--- config.mk ---
export PLATFORM = sky130hd
export DESIGN_NAME = cochlea_event_scanner
export DESIGN_NICKNAME = d
export VERILOG_FILES = /design/src/rtl/cochlea_scan_pkg.sv /design/src/rtl/cochlea_chan_counter.sv /design/src/rtl/cochlea_event_scanner.sv
export SDC_FILE = /design/constraint.sdc
export NUM_CORES = 1
export LEC_CHECK = 0
export ABC_CLOCK_PERIOD_IN_PS = 8600
export CAP_MARGIN = 20
export CORE_ASPECT_RATIO = 1.1
export CORE_MARGIN = 2
export CORE_UTILIZATION = 45
export CTS_CLUSTER_DIAMETER = 150
export CTS_CLUSTER_SIZE = 10
export DETAILED_ROUTE_END_ITERATION = 10
export PLACE_DENSITY_LB_ADDON = 0.2
export RECOVER_POWER = 25
export REMOVE_ABC_BUFFERS = 1
export SLEW_MARGIN = 30
export SYNTH_ARGS = -nofsm -noshare
export SYNTH_HDL_FRONTEND = slang
export SYNTH_SLANG_ARGS = --single-unit
--- constraint.sdc ---
create_clock -name wb_clk_i -period 8.6 [get_ports wb_clk_i]
set_clock_uncertainty 0.2 [all_clocks]
set_input_delay 1.72 -clock wb_clk_i [delete_from_list [all_inputs] [get_ports wb_clk_i]]
set_output_delay 1.72 -clock wb_clk_i [all_outputs]
set_load 0.02 [all_outputs]
--- src/rtl/cochlea_scan_pkg.sv ---
// Shared definitions for the cochlea event scanner: register map offsets,
// CTRL/STATUS bit positions and the window FSM state encoding.
package cochlea_scan_pkg;

    localparam logic [7:0] REG_CTRL        = 8'h00;
    localparam logic [7:0] REG_WINDOW      = 8'h04;
    localparam logic [7:0] REG_STATUS      = 8'h08;
    localparam logic [7:0] REG_MASK        = 8'h0C;
    localparam logic [7:0] REG_RESULT_BASE = 8'h40;

    localparam int CTRL_START  = 0;
    localparam int CTRL_CONT   = 1;
    localparam int CTRL_IRQ_EN = 2;
    localparam int CTRL_ABORT  = 3;

    localparam int STAT_BUSY = 0;
    localparam int STAT_DONE = 1;
    localparam int STAT_OVF  = 2;

    typedef enum logic [1:0] {
        ST_IDLE  = 2'd0,
        ST_RUN   = 2'd1,
        ST_LATCH = 2'd2
    } state_t;

endpackage

--- src/rtl/cochlea_chan_counter.sv ---
// One spike channel: 2-flop synchroniser, rising-edge detect and a CW-bit
// event counter. Wraps by default; saturates at all-ones when
// COCHLEA_CNT_SAT_EN is defined. o_ovf pulses on an event that arrives
// while the counter is already all-ones (the wrap / first-saturation point).
module cochlea_chan_counter
    import cochlea_scan_pkg::*;
#(
    parameter int CW = 16
) (
    input  logic          i_clk,
    input  logic          i_rst,
    input  logic          i_spike,
    input  logic          i_clr,
    input  logic          i_en,
    output logic [CW-1:0] o_cnt,
    output logic          o_ovf
);

    logic          r_s1, r_s2, r_prev;
    logic [CW-1:0] r_cnt;
    logic          w_evt, w_full;

    assign w_evt  = r_s2 & ~r_prev;
    assign w_full = &r_cnt;
    assign o_ovf  = i_en & w_evt & w_full & ~i_clr;
    assign o_cnt  = r_cnt;

    // Bring the asynchronous spike into the clock domain and keep the previous sample.
    always_ff @(posedge i_clk) begin
        if (i_rst) begin
            r_s1   <= 1'b0;
            r_s2   <= 1'b0;
            r_prev <= 1'b0;
        end else begin
            r_s1   <= i_spike;
            r_s2   <= r_s1;
            r_prev <= r_s2;
        end
    end

    // Count rising edges while enabled; clear has priority.
    always_ff @(posedge i_clk) begin
        if (i_rst || i_clr) begin
            r_cnt <= '0;
        end else if (i_en && w_evt) begin
`ifdef COCHLEA_CNT_SAT_EN
            if (!w_full) r_cnt <= r_cnt + CW'(1);
`else
            r_cnt <= r_cnt + CW'(1);
`endif
        end
    end

endmodule

--- src/rtl/cochlea_event_scanner.sv ---
// Multi-channel spike event scanner with a Wishbone slave register bank.
// Counts rising edges per channel over a programmable window, latches the
// counts into RESULT registers and raises a level interrupt at window end.
// Optional macro COCHLEA_CNT_SAT_EN: counters saturate instead of wrapping.
module cochlea_event_scanner #(
    parameter int          NCH      = 16,
    parameter int          CW       = 16,
    parameter int          WW       = 24,
    parameter logic [31:0] BASE_ADR = 32'h3000_0000
) (
    input  logic           wb_clk_i,
    input  logic           wb_rst_i,
    input  logic           wbs_stb_i,
    input  logic           wbs_cyc_i,
    input  logic           wbs_we_i,
    input  logic [3:0]     wbs_sel_i,
    input  logic [31:0]    wbs_adr_i,
    input  logic [31:0]    wbs_dat_i,
    output logic           wbs_ack_o,
    output logic [31:0]    wbs_dat_o,
    input  logic [NCH-1:0] chan_in,
    output logic           busy_o,
    output logic           irq_o
);
    import cochlea_scan_pkg::*;

    state_t                  r_state, w_nxt;
    logic                    r_ack;
    logic [31:0]             r_dat, w_rdat;
    logic                    r_cont, r_irq_en, r_done, r_ovf;
    logic [WW-1:0]           r_window, r_wcnt;
    logic [NCH-1:0]          r_mask;
    logic [NCH-1:0][CW-1:0]  r_result, w_live;
    logic [NCH-1:0]          w_ovf;
    logic                    w_acc, w_go, w_wr, w_ctrl_wr, w_stat_wr, w_start, w_abort;
    logic                    w_clr, w_load, w_latch, w_run;
    logic [7:0]              w_off;
    logic                    w_unused;

    assign w_acc     = wbs_stb_i & wbs_cyc_i & (wbs_adr_i[31:8] == BASE_ADR[31:8]);
    assign w_go      = w_acc & ~r_ack;
    assign w_wr      = w_go & wbs_we_i;
    assign w_off     = {wbs_adr_i[7:2], 2'b00};
    assign w_ctrl_wr = w_wr & (w_off == REG_CTRL) & wbs_sel_i[0];
    assign w_stat_wr = w_wr & (w_off == REG_STATUS);
    assign w_start   = w_ctrl_wr & wbs_dat_i[CTRL_START];
    assign w_abort   = w_ctrl_wr & wbs_dat_i[CTRL_ABORT];
    assign w_run     = (r_state == ST_RUN);
    assign w_unused  = ^{wbs_sel_i[3:1], wbs_adr_i[1:0], wbs_dat_i};

    assign wbs_ack_o = r_ack;
    assign wbs_dat_o = r_dat;
    assign busy_o    = (r_state != ST_IDLE);
    assign irq_o     = r_done & r_irq_en;

    genvar g;
    generate
        for (g = 0; g < NCH; g++) begin : g_chan
            cochlea_chan_counter #(.CW(CW)) u_chan (
                .i_clk   (wb_clk_i),
                .i_rst   (wb_rst_i),
                .i_spike (chan_in[g]),
                .i_clr   (w_clr),
                .i_en    (w_run & r_mask[g]),
                .o_cnt   (w_live[g]),
                .o_ovf   (w_ovf[g])
            );
        end
    endgenerate

    // Window FSM state register.
    always_ff @(posedge wb_clk_i) begin
        if (wb_rst_i) r_state <= ST_IDLE;
        else          r_state <= w_nxt;
    end

    // Next state plus clear/reload/latch strobes; ABORT overrides everything.
    always_comb begin
        w_nxt   = r_state;
        w_clr   = 1'b0;
        w_load  = 1'b0;
        w_latch = 1'b0;
        case (r_state)
            ST_IDLE: if (w_start) begin
                w_nxt  = ST_RUN;
                w_clr  = 1'b1;
                w_load = 1'b1;
            end
            ST_RUN: if (r_wcnt == '0) w_nxt = ST_LATCH;
            ST_LATCH: begin
                w_latch = 1'b1;
                w_clr   = 1'b1;
                if (r_cont) begin
                    w_nxt  = ST_RUN;
                    w_load = 1'b1;
                end else begin
                    w_nxt = ST_IDLE;
                end
            end
            default: w_nxt = ST_IDLE;
        endcase
        if (w_abort) begin
            w_nxt   = ST_IDLE;
            w_latch = 1'b0;
            w_load  = 1'b0;
        end
    end

    // Window down-counter: a WINDOW of 0 behaves as 1 cycle.
    always_ff @(posedge wb_clk_i) begin
        if (wb_rst_i)                  r_wcnt <= '0;
        else if (w_load)               r_wcnt <= (r_window == '0) ? '0 : r_window - WW'(1);
        else if (w_run && r_wcnt != '0) r_wcnt <= r_wcnt - WW'(1);
    end

    // Control/config registers and sticky status; hardware set beats W1C.
    always_ff @(posedge wb_clk_i) begin
        if (wb_rst_i) begin
            r_cont   <= 1'b0;
            r_irq_en <= 1'b0;
            r_window <= '0;
            r_mask   <= '0;
            r_done   <= 1'b0;
            r_ovf    <= 1'b0;
        end else begin
            if (w_ctrl_wr) begin
                r_cont   <= wbs_dat_i[CTRL_CONT];
                r_irq_en <= wbs_dat_i[CTRL_IRQ_EN];
            end
            if (w_wr && w_off == REG_WINDOW) r_window <= wbs_dat_i[WW-1:0];
            if (w_wr && w_off == REG_MASK)   r_mask   <= wbs_dat_i[NCH-1:0];
            if (w_stat_wr && wbs_dat_i[STAT_DONE]) r_done <= 1'b0;
            if (w_stat_wr && wbs_dat_i[STAT_OVF])  r_ovf  <= 1'b0;
            if (w_latch) r_done <= 1'b1;
            if (|w_ovf)  r_ovf  <= 1'b1;
        end
    end

    // Readback bank captures the live counts at window end.
    always_ff @(posedge wb_clk_i) begin
        if (wb_rst_i)     r_result <= '0;
        else if (w_latch) r_result <= w_live;
    end

    // Register read mux; unmapped offsets read 0.
    always_comb begin
        w_rdat = '0;
        case (w_off)
            REG_CTRL: begin
                w_rdat[CTRL_CONT]   = r_cont;
                w_rdat[CTRL_IRQ_EN] = r_irq_en;
            end
            REG_WINDOW: w_rdat[WW-1:0] = r_window;
            REG_STATUS: begin
                w_rdat[STAT_BUSY] = busy_o;
                w_rdat[STAT_DONE] = r_done;
                w_rdat[STAT_OVF]  = r_ovf;
            end
            REG_MASK: w_rdat[NCH-1:0] = r_mask;
            default: begin
                for (int i = 0; i < NCH; i++)
                    if (w_off == REG_RESULT_BASE + 8'(4 * i)) w_rdat[CW-1:0] = r_result[i];
            end
        endcase
    end

    // Single-cycle ack one cycle after the access; never on consecutive cycles.
    always_ff @(posedge wb_clk_i) begin
        if (wb_rst_i) begin
            r_ack <= 1'b0;
            r_dat <= '0;
        end else begin
            r_ack <= w_go;
            r_dat <= (w_go && !wbs_we_i) ? w_rdat : '0;
        end
    end

endmodule

==> summary.txt <==
Drt
  – Routed Antenna Nets: 0
  – DRC viols: 0
  – WL/cell: 18.7 µm
  – Total Wirelength: 80500 µm
  – DR iter-0 viols: 1784
  – First-pass DRT Iterations: 5
  – Vias/cell: 5.47
  – Routed via count: 23500

Floorplan
  – Core ar.: 0.0625 mm²
  – Die W: 244 µm
  – Full die area: 0.0652 mm²
  – Die Span Y: 268 µm
  – Ports: 124
  – Initial Utilization: 45.5%
  – # rows: 96

Clocking
  – CTS sink cnt: 655
  – CTS Root Cell: clkbuf_16
  – CTS max path bufs: 3
  – Hold buffer count at CTS: 0
  – H-tree levels: 3
  – Clk_lat worst skew: 0.62 ns
  – CTS tree: done
  – Post_cts resized: 0
  – Total CTS buffers: 75
  – Worst-path clk slew: 0.06 ns
  – Setup Fix Bufs, Post-CTS: 0

STA
  – Setup_tns: 0 ns
  – Max-slew violations: 167
  – Unrepaired setup endpoints after global routing: no
  – Fin crit share: 77.8%
  – Highest Clock Rate: 149 MHz
  – Minimum clock period after layout: 6.69 ns
  – Max_slew headroom: -174%
  – Worst-Margin Slew: 4.11 ns
  – Hold Fails Final Rpt: 0
  – Final setup viols: 0

Critical path
  – Critical path origin: wb_rst_i
  – Worst path arrival time: 6.97 ns
  – Worst reg2reg endpoint: r_ovf
  – Worst setup endpoint: wbs_dat_o[16]
  – R2R setup slack: 4.89 ns
  – CP endpoint kind: flip-flop
  – Kind of critical path: in -> reg
  – Startpoint Class: primary input
  – Crit Reg-Reg Startpoint: r_state[0]
  – WP data required: 8.88 ns
  – Worst r2r path cells: 8
  – Critical-path maximum fanout: 86

Global routing
  – First-pass GRT wire length: 125000 µm
  – Vias in the first global route: 21400
  – Pin count of the biggest net entering global routing: 178
  – Grt total ovfl: 0
  – Initial antenna violation count: 2
  – Tot GR Track Use: 24.3%

Cells and area
  – FILL cells: 6006
  – Ratio of cells with drive above 1 in the final layout: 5.34%
  – Synthesis-to-layout area growth: 11.7%
  – Cell area after layout: 0.0318 mm²
  – Layout Nets: 3566

Power
  – Clock Power Share: 45.9%
  – Switching share of power: 22.0%
  – Pwr Density: 189 mW/mm²
  – Gate power share: 3.2%
  – Sequential share of power: 50.8%
  – Internal power: 4.68 mW
  – IR Drop Worst-Case VDD: 118 µV
  – Net Sw Power: 1.32 mW
  – Leak Pwr: 10.9 nW

Synthesis
  – Synth Area in Adders: 0.792%
  – Synth Area in Simple Gates: 25.3%
  – Distinct cells, synth: 78
  – Synth warnings: 0
  – Post-Synthesis Cell Area: 0.0284 mm²
  – Synth Area in Compound Gates: 11.7%
  – Most frequent cells after synthesis: nand2_1 (755), dfxtp_1 (655), nor2_1 (387), a21oi_1 (367), xor2_1 (175)
  – Sequential element share of the synthesized area: 46.1%
  – Synth async-reset ratio: 0%
  – Area leader, netlist: dfxtp_1
  – Largest family of logic cells by synthesized area: simple AND/OR/NAND/NOR gates
  – Number of synthesized register bits: 655
  – Xor and xnor area share after synthesis: 8.28%
  – Syn Area/Cell: 8.25 µm²
  – Syn Inst Count: 3448
  – Synth top area cells: dfxtp_1 (46%), nand2_1 (10%), a21oi_1 (6.5%), xor2_1 (5.4%), nor2_1 (5.1%)
  – Main synth FF type: dfxtp_1
  – EDFF count, synth: 0
  – Mux cell area share after synthesis: 3.48%
  – Most common cell in the synthesized netlist: nand2_1
  – Top cell type's share of synthesized area: 46.1%

Placed design
  – Routability cong.: 0.875
  – Hpwl dp: 54000 µm
  – Area after DPL: 0.0298 mm²
  – IO buf count: 102

Run status
  – Status: complete, but fails checks
  – Failing checks: max-capacitance violations, max-slew violations

Hold path
  – Hold/Removal Path Class: reg -> reg

Flow run
  – Total of max-cap violations: 2
==> kinds of logic after synthesis <==
logic type               after synthesis
AO/OA/AOI/OAI                        579
XOR/XNOR                             269
adder cells (fa/ha/maj)               18
buffers and inverters                242
flip-flops                           655
multiplexers                          86
other                                  1
AND/OR/NAND/NOR                     1598
==> power by group through the flow <==
stage,Clock [mW],Combinational (mW),Sequential (mW)
after floorplan,0,0.0566,3.11
after global placement,0,0.193,3.11
after detailed placement,0,0.193,3.11
after CTS,2.81,0.194,3.05
after global routing,2.93,0.206,3.05
final,2.75,0.194,3.05
==> per-stage QoR <==
stage / power, mW / util [%] / setup WS (ns) / std cells / hold slack [ns]
final: 6.00 / 50.9 / 1.91 / 4297 / 0.236
after global routing: 6.18 / 50.9 / 1.60 / 4295 / 0.250
after CTS: 6.05 / 50.9 / 3.34 / 4294 / 0.237
after detailed placement: 3.31 / 47.7 / 2.71 / 4214 / 0.224
after global placement: 3.31 / 47.7 / 2.68 / 4214 / 0.219
after floorplan: 3.17 / - / -7.97 / 3239 / 0.214
==> layer usage <==
metal | up-vias | GRT usage (%) | share of wire, %
li1 | 11600 | - | -
met3 | 129 | 3.95 | 6.2
met5 | - | 0 | 0
met2 | 620 | 37.5 | 44
met1 | 11100 | 34.1 | 46
met4 | 0 | 9.74 | 3.5
==> layout make-up <==
type | instances | area [µm²] | share of cell area, %
clock inverter | 3 | 25.0 | 0.0788
timing repair buffer | 143 | 1360 | 4.27
tap | 833 | 1040 | 3.28
clock buffer | 77 | 1930 | 6.07
sequential | 655 | 13100 | 41.3
multi-input combinational | 2558 | 14200 | 44.7
inverter | 26 | 97.6 | 0.307
antenna | 2 | 5.00 | 0.0158
==> worst min-delay path by stage <==
stage	start	end	slack, ns	cells after the start
2_1_floorplan	g_chan[0].u_chan.r_s1	g_chan[0].u_chan.r_s2	0.21	1
3_3_place_gp	g_chan[10].u_chan.r_s1	g_chan[10].u_chan.r_s2	0.22	1
3_5_place_dp	g_chan[12].u_chan.r_s1	g_chan[12].u_chan.r_s2	0.22	1
4_1_cts	g_chan[12].u_chan.r_s1	g_chan[12].u_chan.r_s2	0.24	1
5_1_grt	g_chan[11].u_chan.r_s1	g_chan[11].u_chan.r_s2	0.25	1
6_report	g_chan[12].u_chan.r_s1	g_chan[12].u_chan.r_s2	0.24	1
==> placed cells by master, fill, tap and decap left out, types with 14 or more instances in the layout <==
cell type,n
nand2_1,755
dfxtp_1,655
nor2_1,386
a21oi_1,367
xor2_1,175
xnor2_1,94
nand3_1,92
clkbuf_16,77
clkdlybuf4s50_1,72
nand4_1,68
o21ai_0,62
mux2i_1,55
nor2b_1,54
nor4_1,40
nor3_1,39
and3_1,38
buf_4,36
dlygate4sd3_1,27
inv_1,26
and4_1,24
mux2_2,23
a211oi_1,19
o22ai_1,18
ha_1,18
a31oi_1,14
==> worst max-delay path: stages <==
cell and delay [ns]:
clkbuf_1 2.82, inv_1 0.94, nand3_1 0.35, nor3_1 0.08, nand2b_1 0.09, buf_4 0.33, nor3_1 0.26, and2_0 0.26
==> registers in the layout, indices dropped and copies added, names as in the netlist <==
signal	count
r_mask	16
wbs_ack_o	1
r_irq_en	1
g_chan.u_chan.r_s2	16
g_chan.u_chan.r_prev	16
r_window	24
g_chan.u_chan.o_cnt	256
wbs_dat_o	24
r_cont	1
r_result	256
r_state	2
r_done	1
r_wcnt	24
r_ovf	1
g_chan.u_chan.r_s1	16
Power figures use the tool's default switching activity.
